$ cat src/rtl/switch_debouncer.sv
// rtl/switch_debouncer.sv - per-channel sync, debounce and press/release/long-hold pulses
module switch_debouncer #(
  parameter int g_NUM_SWITCHES   = 4,
  parameter int g_DEBOUNCE_LIMIT = 250000,
  parameter int g_HOLD_LIMIT     = 75000000
) (
  input  logic                      i_Clk,
  input  logic                      i_Reset,
  input  logic [g_NUM_SWITCHES-1:0] i_Switches,
  output logic [g_NUM_SWITCHES-1:0] o_Switches,
  output logic [g_NUM_SWITCHES-1:0] o_Pressed,
  output logic [g_NUM_SWITCHES-1:0] o_Released,
  output logic [g_NUM_SWITCHES-1:0] o_Held,
  output logic                      o_Any
);

  localparam int DW = $clog2(g_DEBOUNCE_LIMIT);
  localparam int HW = $clog2(g_HOLD_LIMIT);
  localparam logic [DW-1:0] DEB_LAST  = DW'(g_DEBOUNCE_LIMIT - 1);
  localparam logic [HW-1:0] HOLD_LAST = HW'(g_HOLD_LIMIT - 1);

  for (genvar i = 0; i < g_NUM_SWITCHES; i++) begin : g_ch
    logic          s1;
    logic          s2;
    logic          stable;
    logic          armed;
    logic          pressed;
    logic          released;
    logic          held;
    logic [DW-1:0] dcnt;
    logic [HW-1:0] hcnt;

    always_ff @(posedge i_Clk or posedge i_Reset) begin
      if (i_Reset) begin
        s1       <= 1'b0;
        s2       <= 1'b0;
        stable   <= 1'b0;
        armed    <= 1'b0;
        pressed  <= 1'b0;
        released <= 1'b0;
        held     <= 1'b0;
        dcnt     <= '0;
        hcnt     <= '0;
      end else begin
        s1       <= i_Switches[i];
        s2       <= s1;
        pressed  <= 1'b0;
        released <= 1'b0;
        held     <= 1'b0;

        // Any cycle where s2 agrees with the accepted level restarts the count.
        if (s2 == stable) begin
          dcnt <= '0;
        end else if (dcnt == DEB_LAST) begin
          stable   <= s2;
          dcnt     <= '0;
          pressed  <= s2;
          released <= ~s2;
        end else begin
          dcnt <= dcnt + DW'(1);
        end

        // Disarming after the pulse leaves hcnt parked until the next release.
        if (!stable) begin
          hcnt  <= '0;
          armed <= 1'b1;
        end else if (armed) begin
          if (hcnt == HOLD_LAST) begin
            held  <= 1'b1;
            armed <= 1'b0;
          end else begin
            hcnt <= hcnt + HW'(1);
          end
        end
      end
    end

    assign o_Switches[i] = stable;
    assign o_Pressed[i]  = pressed;
    assign o_Released[i] = released;
    assign o_Held[i]     = held;
  end

  assign o_Any = |o_Switches;

endmodule

$ cat config.mk
export PLATFORM = sky130hd
export DESIGN_NAME = switch_debouncer
export DESIGN_NICKNAME = d
export VERILOG_FILES = /design/src/rtl/switch_debouncer.sv
export SDC_FILE = /design/constraint.sdc
export NUM_CORES = 1
export LEC_CHECK = 0
export CAP_MARGIN = 10
export CORE_MARGIN = 4
export CORE_UTILIZATION = 65
export CTS_CLUSTER_SIZE = 20
export DETAILED_ROUTE_END_ITERATION = 10
export HOLD_SLACK_MARGIN = 0.08
export MAX_ROUTING_LAYER = met4
export PLACE_DENSITY = 0.83
export RECOVER_POWER = 50
export SLEW_MARGIN = 30
export SYNTH_ARGS = -nofsm -noshare
export SYNTH_HDL_FRONTEND = slang
export SYNTH_SLANG_ARGS = --single-unit
export TNS_END_PERCENT = 30
$ cat constraint.sdc
create_clock -name i_Clk -period 13.9 [get_ports i_Clk]
set_input_delay 1.39 -clock i_Clk [delete_from_list [all_inputs] [get_ports i_Clk]]
set_output_delay 1.39 -clock i_Clk [all_outputs]
set_load 0.05 [all_outputs]
==> results of run 1 <==
path summary, 6_finish.rpt:
check	startpoint	endpoint	slack, ns	depth (start not counted)
min in group asynchronous	i_Reset	g_ch[0].dcnt[13]$_DFF_PP0_	3.16	2
max in group i_Clk	g_ch[1].stable$_DFFE_PP0P_	o_Any	10.05	2
worst max register to register	g_ch[1].stable$_DFFE_PP0P_	g_ch[1].hcnt[12]$_DFFE_PP0P_	11.00	6
worst min register to register	g_ch[2].s1$_DFF_PP0_	g_ch[2].s2$_DFF_PP0_	0.35	0
worst max-delay path	i_Reset	g_ch[1].s1$_DFF_PP0_	8.15	2
worst min-delay path	g_ch[2].s1$_DFF_PP0_	g_ch[2].s2$_DFF_PP0_	0.35	0
cells in the final DEF (no fill, tap or decap), types with 5 or more instances in the layout:
master           Yosys  routed
clkbuf_16            0      23
xnor2_1             57      57
nand3_1             76      76
a41oi_1              8       8
a21boi_0             9       9
and4_1              10      10
nor3_1              29      29
o21ai_0             31      31
and3_1              26      26
nor3b_1             10      10
clkdlybuf4s50_1      0      17
inv_1               28      27
or4_1                8       8
nand3b_1             7       7
dfrtp_1            208     208
ha_1                 8       8
clkbuf_8             0       7
dlygate4sd3_1        0       5
a21oi_1             24      23
a31oi_1             30      30
and2_1              25      22
nand2b_1            12      12
nand4_1             50      50
xor2_1              49      49
or3_1               16      16
nor4_1              27      26
nor4b_1             12      12
nand2_1             94      94
nand4b_1             5       5
mux2i_1              5       5
nor2_1             117     117
layout make-up:
| class | instances | area share |
|---|---|---|
| inverters | 30 | 0.00989 |
| repair buffers | 26 | 0.0221 |
| clock inverters | 6 | 0.00718 |
| flip-flops and latches | 208 | 0.452 |
| multi-input cells | 800 | 0.426 |
| well taps | 216 | 0.0235 |
| clock buffers | 33 | 0.0594 |
stage by stage:
step,hold slack (ns),cells
CTS,0.352,1319
detailed placement,0.339,1280
global placement,0.332,1280
floorplan,0.331,1094
finish,0.349,1319
global route,0.352,1319
metal layers:
layer,up-vias,global-route usage,share of wire
met4,0,0.0610,0.018
met2,182,0.378,0.48
met5,-,-,0
met3,31,0.0309,0.043
met1,3923,0.344,0.46
li1,3887,-,-
power breakdown:
part	internal (mW)	switching [mW]	total (mW)
combinational	0.00457	0.0167	0.0212
clock	0.375	0.233	0.608
sequential	0.610	0.00387	0.614
logic make-up after synthesis:
logic type | Yosys count | synth area share
flip-flops | 208 | 0.497
AO/OA/AOI/OAI | 136 | 0.0838
XOR/XNOR | 106 | 0.0886
adder cells (fa/ha/maj) | 8 | 0.00955
multiplexers | 9 | 0.00907
buffers and inverters | 86 | 0.0375
AND/OR/NAND/NOR | 541 | 0.275
sequential cells by signal, summed over array words and instances (netlist names):
register / count
g_ch.s1: 4
g_ch.hcnt: 108
g_ch.stable: 4
g_ch.released: 4
g_ch.held: 4
g_ch.pressed: 4
g_ch.dcnt: 72
g_ch.s2: 4
g_ch.armed: 4
==> metrics.md, run 1 <==
| Metric | Value |
|---|---|
| P_leak | `4.62 nW` |
| Setup-failing EPs final | `0` |
| MaxCap Viol Count | `1` |
| Power per cell area | `108 nW/um2` |
| Failing checks | `max-capacitance violations, max-slew violations` |
| Main synth FF type | `dfrtp_1` |
| Cell with the largest stage delay on the worst path | `clkinvlp_2` |
| # DRC | `0` |
| Global route overflow | `0` |
| Syn Inst Count | `about 1.1k` |
| Starting Density | `0.662` |
| Die width | `135 um` |
| Final Cycle Share | `0.414` |
| Cts hold-fix bufs | `0` |
| DP Area | `10700 um2` |
| Number of CTS-inserted buffers | `22` |
| Area delta synth->final | `9.83%` |
| Hold Crit Class | `reg -> reg` |
| Fin area | `between 10000 and 15000 um2` |
| Place WS | `around 10 ns` |
| Synth Net Count | `1108` |
| Fill cells | `~1.1k` |
| Core area | `15800 um2` |
| Post-synthesis area per instance | `9.58 um2` |
| CTS Sinks | `208` |
| Root buf cell | `clkbuf_16` |
| Largest net degree at the start of global routing | `140` |
| Number of port buffers | `22` |
| WP data required | `13.43 ns` |
| Initial DRC count | `580` |
| Crit-path cells | `dlygate4sd3_1 -> clkinvlp_2` |
| RSZ-0062 raised after global routing | `no` |
| Share of cells above drive strength 1 | `0.0562` |
| Post-synth EDFFs | `0` |
| Crit end category | `async pin` |
| Hold Fails Final Rpt | `0` |
| FF/Latch Area | `5200 um2` |
| Count leader, synth | `dfrtp_1` |
| Area of the mapped netlist | `10500 um2` |
| Max-slew violations | `140` |
| Setup crit start kind | `primary input` |
| Post-DRT Antenna Nets | `0` |
| Top area cells in the synthesized netlist | `dfrtp_1 (50%), xnor2_1 (4.8%), nor2_1 (4.2%)` |
| Most frequent cells after synthesis | `dfrtp_1 (208), nor2_1 (117), nand2_1 (94)` |
| # rows | `46` |
| Crit-path max cell delay | `3.25 ns` |
| Overall power | `approximately 1.2 mW` |
| Seq cells post-synth | `between 200 and 250` |
| Area taken by multi-input logic gates | `4900 um2` |
| DR vias | `about 8.0k` |
| Async SR Flop Fraction | `1.00` |
| Clk_skew | `~0.0094 ns` |
| Min Tclk post-route | `5.75 ns` |
| Cell taking the most area after synthesis | `dfrtp_1` |
| Final net count | `between 1k and 1.5k` |
| Sequential share of the synthesized area | `0.497` |
| Final core occ | `0.727` |
| Num ports | `23` |
| CP arrival | `5.29 ns` |
| Tot GR Track Use | `0.243` |
| Vias in the first global route | `7647` |
| Setup WS post-layout | `8.15 ns` |
| Ys Warns | `0` |
| Die span in y | `approximately 130 um` |
| Worst path bufs/invs | `2` |
| H-tree Lvls | `1` |
| First-pass GRT wire length | `36400 um` |
| Fin Setup TNS | `0 ns` |
| Top cell type's share of synthesized area | `0.497` |
| Maximum vdd drop | `0.0000997 V` |
| Detailed placement HPWL | `approximately 13000 um` |
| Status | `finished, violations left` |
| Cell variety after synth | `61` |
| ANT cells | `0` |
| Vias per cell | `6.08` |
| CTS clk-pin slew, worst paths | `0.06 ns` |
| CTS tree | `yes` |
| Initial antenna violation count | `0` |
| Least-Margin Pin Slew | `about 5.9 ns` |
| RD Place Congestion | `0.857` |
| Die ar. | `18200 um2` |
| Crit Path Max Fanout | `139` |
| Worst-skew pair later-pin latency | `between 0.5 and 0.6 ns` |
| DR WL/cell | `around 16 um` |
| DRT Pass-1 Iters | `5` |
| Post-CTS setup buffers | `0` |
| Final WL | `20600 um` |
| Relative slew slack | `-2.93` |
| F_max | `~170 MHz` |
| Clk buf depth | `3` |
| Delay-heaviest family, CP | `buffers and inverters` |
| PostCTS Resize Cnt | `0` |
| CP Class | `in -> async` |
Power figures use the tool's default switching activity.
==> run 2: changes to the inputs <==
CORE_UTILIZATION = 56   (was 65)
PLACE_DENSITY = 0.76   (was 0.83)
clock period = 4.85 ns   (was 13.9 ns; I/O delays follow)
==> run 2 against run 1 <==
- setup slack worse by 6.3 ns
- non-clock buffer count up 2
- via count down 0.74%
- sequential power rose to 2.9 times the previous value
- the flow still finishes with violations (max-capacitance violations, max-slew violations)
- combinational power rose to 3.0 times the previous value
- core utilization down 8.8 points
- critical path type is now reg -> out
==> metrics.md, run 2 (synthesis results as in run 1) <==
| Metric | Value |
|---|---|
| Status | `finished, violations left` |
| Failing checks | `max-capacitance violations, max-slew violations` |
| Final Cycle Share | `0.612` |
| R2r setup slk | `2.04 ns (-8.96 ns)` |
| Commonest non-fill, non-tap cell in the layout | `dfrtp_1` |
| Relative slew slack | `-0.320 (+2.61)` |
| Min Tclk post-route | `2.97 ns` |
| MaxCap Viol Count | `1 (unchanged)` |
| Setup crit start kind | `flop` |
| Power per cell area | `320 nW/um2 (+200%)` |
| Core area | `18200 um2 (+15%)` |
| Global route overflow | `0 (unchanged)` |
| Hold Crit Endpoint | `g_ch[2].s2$_DFF_PP0_` |
| CTS Sinks | `208 (unchanged)` |
| Fin Setup TNS | `0 ns (unchanged)` |
| CTS tree | `yes` |
| Crit Path Max Fanout | `17 (-88%)` |
| Hold Crit Class | `reg -> reg` |
| Area delta synth->final | `11.1%` |
| ANT cells | `0 (unchanged)` |
| RSZ-0062 raised after global routing | `no` |
| Place WS | `2.12 ns (-8.25 ns)` |
| Non-filler cells, final | `1336 (+1.3%)` |
| Detailed placement HPWL | `13400 um (+1.4%)` |
| Maximum vdd drop | `0.000196 V (+97%)` |
| Initial DRC count | `638 (+10%)` |
| # rows | `49 (+6.5%)` |
| Setup WS post-layout | `1.88 ns (-6.27 ns)` |
| Final Hold Slack | `0.347 ns (-0.00160 ns)` |
| Crit end category | `output pin` |
| Worst-skew pair later-pin latency | `0.50 ns (about the same)` |
| RD Place Congestion | `0.900 (+5.1%)` |
| DR WL/cell | `15.3 um (-2.1%)` |
| Vias per cell | `5.96 (-2.0%)` |
| CP arrival | `2.49 ns (-2.80 ns)` |
| Largest net degree at the start of global routing | `71 (-49%)` |
| # DRC | `0 (unchanged)` |
| DP Area | `10800 um2 (+0.65%)` |
| Worst hold start | `g_ch[2].s1$_DFF_PP0_` |
| R2r worst-path depth | `6 (unchanged)` |
| Fill cells | `1470 (+28%)` |
| Largest registers | `g_ch.hcnt (108), g_ch.dcnt (72)` |
| Cts hold-fix bufs | `0 (unchanged)` |
| Max-slew violations | `38 (-73%)` |
| First-pass GRT wire length | `36100 um (-0.91%)` |
| Root buf cell | `clkbuf_16` |
| WP data required | `4.37 ns (-9.06 ns)` |
| PostCTS Resize Cnt | `0 (unchanged)` |
| Final net count | `1105 (+0.27%)` |
| P_leak | `4.67 nW (+1.1%)` |
| Final WL | `20400 um (-0.85%)` |
| Die ar. | `21000 um2 (+15%)` |
| Clk buf depth | `3 (unchanged)` |
| F_max | `about 340 MHz` |
| Die span in y | `145 um (+7.3%)` |
| CP Class | `reg -> out` |
| Placed cells | `1295 (+1.2%)` |
| Clk_skew | `0.00836 ns (-0.00101 ns)` |
| Post-DRT Antenna Nets | `0 (unchanged)` |
| R2r endpoint | `g_ch[1].hcnt[12]$_DFFE_PP0P_` |
| Least-Margin Pin Slew | `1.98 ns (-3.88 ns)` |
| Number of port buffers | `22 (unchanged)` |
| Max FFs per register | `108 (unchanged)` |
| Initial antenna violation count | `0 (unchanged)` |
| Fin area | `11600 um2 (+1.2%)` |
| Hold Crit Depth | `0 (unchanged)` |
| Share of cells above drive strength 1 | `0.0623 (+0.00612)` |
| Setup-failing EPs final | `0 (unchanged)` |
| Vias in the first global route | `7597 (-0.65%)` |
| Hold Fails Final Rpt | `0 (unchanged)` |
| DRT Pass-1 Iters | `5 (unchanged)` |
| Die width | `145 um (+7.3%)` |
| H-tree Lvls | `1 (unchanged)` |
| Worst r2r src | `g_ch[1].stable$_DFFE_PP0P_` |
| CTS clk-pin slew, worst paths | `0.06 ns (about the same)` |
| Post-CTS setup buffers | `0 (unchanged)` |
| Reg with most FFs | `g_ch.hcnt` |
| DR vias | `7964 (-0.74%)` |
| Number of CTS-inserted buffers | `23 (+4.5%)` |
| Tot GR Track Use | `0.209 (-0.0339)` |
| Starting Density | `0.575 (-0.0866)` |
| Most frequent cells in the layout | `dfrtp_1 (208), nor2_1 (117), nand2_1 (94), nand3_1 (76), xnor2_1 (57)` |
| Num ports | `23 (unchanged)` |
[run 2: cell types whose count changed in the layout (fill, tap and decap cells not counted), sizes merged]
cell and delta:
clkbuf -4, clkinv +4, bufinv +4
[run 2: final cells by class]
type | count | area [um2] | area share
clock buffer | 27 | 611 | 0.0524
tap | 229 | 287 | 0.0246
sequential | 208 | 5200 | 0.447
multi-input combinational | 800 | 4920 | 0.422
clock inverter | 14 | 230 | 0.0198
timing repair buffer | 28 | 283 | 0.0243
inverter | 30 | 114 | 0.00978
[run 2: per-stage QoR]
stage	util	power, mW
3_3_place_gp	0.592	1.86
6_report	0.640	3.73
4_1_cts	0.640	3.78
2_1_floorplan	-	1.83
5_1_grt	0.640	3.86
3_5_place_dp	0.593	1.86
[run 2: routing by layer]
layer  part of all wire  up-vias  global-route usage
met5                  0        -                   -
met4              0.017        0              0.0457
met3              0.038       36              0.0319
met2               0.46      159               0.314
met1               0.48     3881               0.303
li1                   -     3888                   -
[run 2: how the worst max path moves through the flow]
stage,cells after the start,startpoint,endpoint,slack [ns]
finish,2,g_ch[1].stable$_DFFE_PP0P_,o_Any,1.88
global route,3,i_Reset,g_ch[2].hcnt[23]$_DFFE_PP0P_,1.39
floorplan,1,i_Reset,g_ch[0].armed$_DFF_PP0_,1.66
global placement,6,g_ch[1].stable$_DFFE_PP0P_,g_ch[1].hcnt[12]$_DFFE_PP0P_,2.16
detailed placement,6,g_ch[1].stable$_DFFE_PP0P_,g_ch[1].hcnt[24]$_DFFE_PP0P_,2.12
CTS,3,g_ch[0].stable$_DFFE_PP0P_,o_Any,1.87
[run 2: worst max-delay path, cell delays in order (launching register included)]
cell	delay, ns
dfrtp_1	0.56
or4_1	0.68
clkdlybuf4s50_1	0.75
[run 2: report_power, final]
part | switching, mW | leakage, nW | internal (mW)
logic | 0.0479 | 1.40 | 0.0154
registers | 0.0106 | 2.86 | 1.75
clock network | 0.689 | 0.413 | 1.22
==> run 3: changes to the inputs <==
clock period = 2.49 ns   (was 4.85 ns; I/O delays follow)
==> run 3 against run 2 <==
- the run still ends with max-capacitance violations, max-slew violations left
- global-route usage shrank 0.12 points
- non-clock buffer count increased by 24
- clock power is 77% higher
- clock skew increased by 0.0012 ns
- setup slack got worse by 1.7 ns
- hold slack worse by 0.044 ns
- final area is 0.42% higher
- count of clock-buffer cells in the layout rose by 5
- sequential cell count stayed put
- wire length up 0.45%
- critical path depth up 6
- critical path type is now reg -> reg
==> metrics.md, run 3 (synthesis results as in run 1) <==
| Metric | Value |
|---|---|
| Hold Crit Class | `in -> reg` |
| Crit end category | `flop` |
| Setup WS post-layout | `0.213 ns (-1.67 ns)` |
| Clk buf depth | `3 (unchanged)` |
| # rows | `49 (unchanged)` |
| MaxCap Viol Count | `2 (+1)` |
| Core area | `18200 um2 (unchanged)` |
| Vias per cell | `5.85 (-1.8%)` |
| Post-DRT Antenna Nets | `0 (unchanged)` |
| Worst-skew pair later-pin latency | `0.50 ns (about the same)` |
| Fin Setup TNS | `0 ns (unchanged)` |
| Final core occ | `0.642 (+0.00268)` |
| Max-slew violations | `157 (+310%)` |
| Setup-failing EPs final | `0 (unchanged)` |
| Largest registers | `g_ch.hcnt (108), g_ch.dcnt (72)` |
| Fin area | `11700 um2 (+0.42%)` |
| H-tree Lvls | `1 (unchanged)` |
| Power per cell area | `593 nW/um2 (+85%)` |
| Setup crit start kind | `flop` |
| ANT cells | `0 (unchanged)` |
| Starting Density | `0.575 (unchanged)` |
| Num ports | `23 (unchanged)` |
| Crit-path max cell delay | `0.51 ns (-0.24 ns)` |
| Root buf cell | `clkbuf_16` |
| Final Cycle Share | `0.914` |
| Clk_skew | `0.00954 ns (+0.00118 ns)` |
| Final net count | `1129 (+2.2%)` |
| Worst path bufs/invs | `2 (+1)` |
| Place WS | `0.173 ns (-1.95 ns)` |
| Post-CTS setup buffers | `0 (unchanged)` |
| Relative slew slack | `-0.270 (+0.0501)` |
| Final WL | `20500 um (+0.45%)` |
| Initial DRC count | `554 (-13%)` |
| DP Area | `11000 um2 (+1.4%)` |
| Status | `finished, violations left` |
| Maximum vdd drop | `0.000422 V (+120%)` |
| RD Place Congestion | `0.877 (-2.5%)` |
| Tot GR Track Use | `0.207 (-0.00123)` |
| CTS tree | `yes` |
| Share of cells above drive strength 1 | `0.0769 (+0.0146)` |
| Commonest non-fill, non-tap cell in the layout | `dfrtp_1` |
| Reg with most FFs | `g_ch.hcnt` |
| DRT Pass-1 Iters | `5 (unchanged)` |
| WP data required | `2.92 ns (-1.45 ns)` |
| # DRC | `0 (unchanged)` |
| Most frequent cells in the layout | `dfrtp_1 (208), nor2_1 (117), nand2_1 (94), nand3_1 (76), xnor2_1 (57)` |
| P_leak | `4.77 nW (+2.0%)` |
| Die ar. | `21000 um2 (unchanged)` |
| Min Tclk post-route | `2.28 ns` |
| Delay-heaviest family, CP | `simple AND/OR/NAND/NOR gates` |
| DR vias | `7959 (-0.063%)` |
| First-pass GRT wire length | `35700 um (-1.0%)` |
| Largest net degree at the start of global routing | `80 (+13%)` |
| Number of port buffers | `22 (unchanged)` |
| Failing checks | `max-capacitance violations, max-slew violations` |
| Crit-path cells | `ha_1 -> nand3_1 -> or4_1 -> o21ai_1 -> buf_4 -> inv_2 -> o21ai_0 -> a22o_1` |
| Hold Fails Final Rpt | `0 (unchanged)` |
| Max FFs per register | `108 (unchanged)` |
| F_max | `439 MHz` |
| Area delta synth->final | `11.6%` |
| RSZ-0062 raised after global routing | `no` |
| Cell with the largest stage delay on the worst path | `or4_1` |
| Number of CTS-inserted buffers | `23 (unchanged)` |
| Initial antenna violation count | `0 (unchanged)` |
| Detailed placement HPWL | `13500 um (+1.0%)` |
| Die span in y | `145 um (unchanged)` |
| CP arrival | `2.71 ns (+0.22 ns)` |
| Die width | `145 um (unchanged)` |
| CTS Sinks | `208 (unchanged)` |
| Least-Margin Pin Slew | `1.91 ns (-0.0752 ns)` |
| Global route overflow | `0 (unchanged)` |
| Crit Path Max Fanout | `19 (+2)` |
| Vias in the first global route | `7635 (+0.50%)` |
| DR WL/cell | `15.1 um (-1.3%)` |
| CP Class | `reg -> reg` |
| CTS clk-pin slew, worst paths | `0.06 ns (about the same)` |
-- run 3: changes by cell type in the layout (fill, tap and decap cells not counted), sizes merged --
cell / before / now
bufinv: 6 / 3
dlygate4sd3: 5 / 4
buf: 4 / 28
clkbuf: 29 / 35
clkinv: 7 / 6
clkinvlp: 2 / 1
-- run 3: power breakdown --
part / total, mW / switching (mW) / internal, mW
sequential: 3.42 / 0.0210 / 3.40
combinational: 0.117 / 0.0919 / 0.0250
clock: 3.39 / 1.29 / 2.10
total: 6.93 / 1.41 / 5.53
-- run 3: repair_timing --
| item | CTS | global route |
|---|---|---|
| resized for setup | 0 | 1 |
| hold buffers | 0 | 0 |
| endpoints found under the setup margin | 0 | 3 |
-- run 3: layer usage --
metal | vias up | track usage | wire length, um
li1 | 3923 | - | -
met1 | 3852 | 0.291 | 9940
met2 | 146 | 0.324 | 9560
met3 | 38 | 0.0299 | 693
met4 | 0 | 0.0461 | 343
met5 | - | - | 0
-- run 3: final cells by class --
cell class	instances	area (um2)
inverters	30	114
well taps	229	287
flip-flops and latches	208	5200
clock inverters	9	120
fillers	1471	6520
clock buffers	32	639
multi-input cells	800	4890
repair buffers	52	435
-- run 3: final timing paths --
path,start,endpoint,slack (ns),cells past startpoint
worst max-delay path,g_ch[1].hcnt[0]$_DFFE_PP0P_,g_ch[1].hcnt[24]$_DFFE_PP0P_,0.21,8
worst min-delay path,i_Switches[1],g_ch[1].s1$_DFF_PP0_,0.30,1
worst max register to register,g_ch[1].hcnt[0]$_DFFE_PP0P_,g_ch[1].hcnt[24]$_DFFE_PP0P_,0.21,8
worst min register to register,g_ch[1].s1$_DFF_PP0_,g_ch[1].s2$_DFF_PP0_,0.36,0
max in group asynchronous,i_Reset,g_ch[3].hcnt[19]$_DFFE_PP0P_,0.55,3
min in group asynchronous,i_Reset,g_ch[2].held$_DFF_PP0_,0.57,3
-- run 3: per-stage QoR --
step	hold slack, ns	cells	total power [mW]
2_1_floorplan	0.280	1094	3.57
3_3_place_gp	0.340	1319	3.61
3_5_place_dp	0.353	1319	3.62
4_1_cts	0.173	1360	7.02
5_1_grt	0.280	1360	7.20
6_report	0.303	1360	6.93
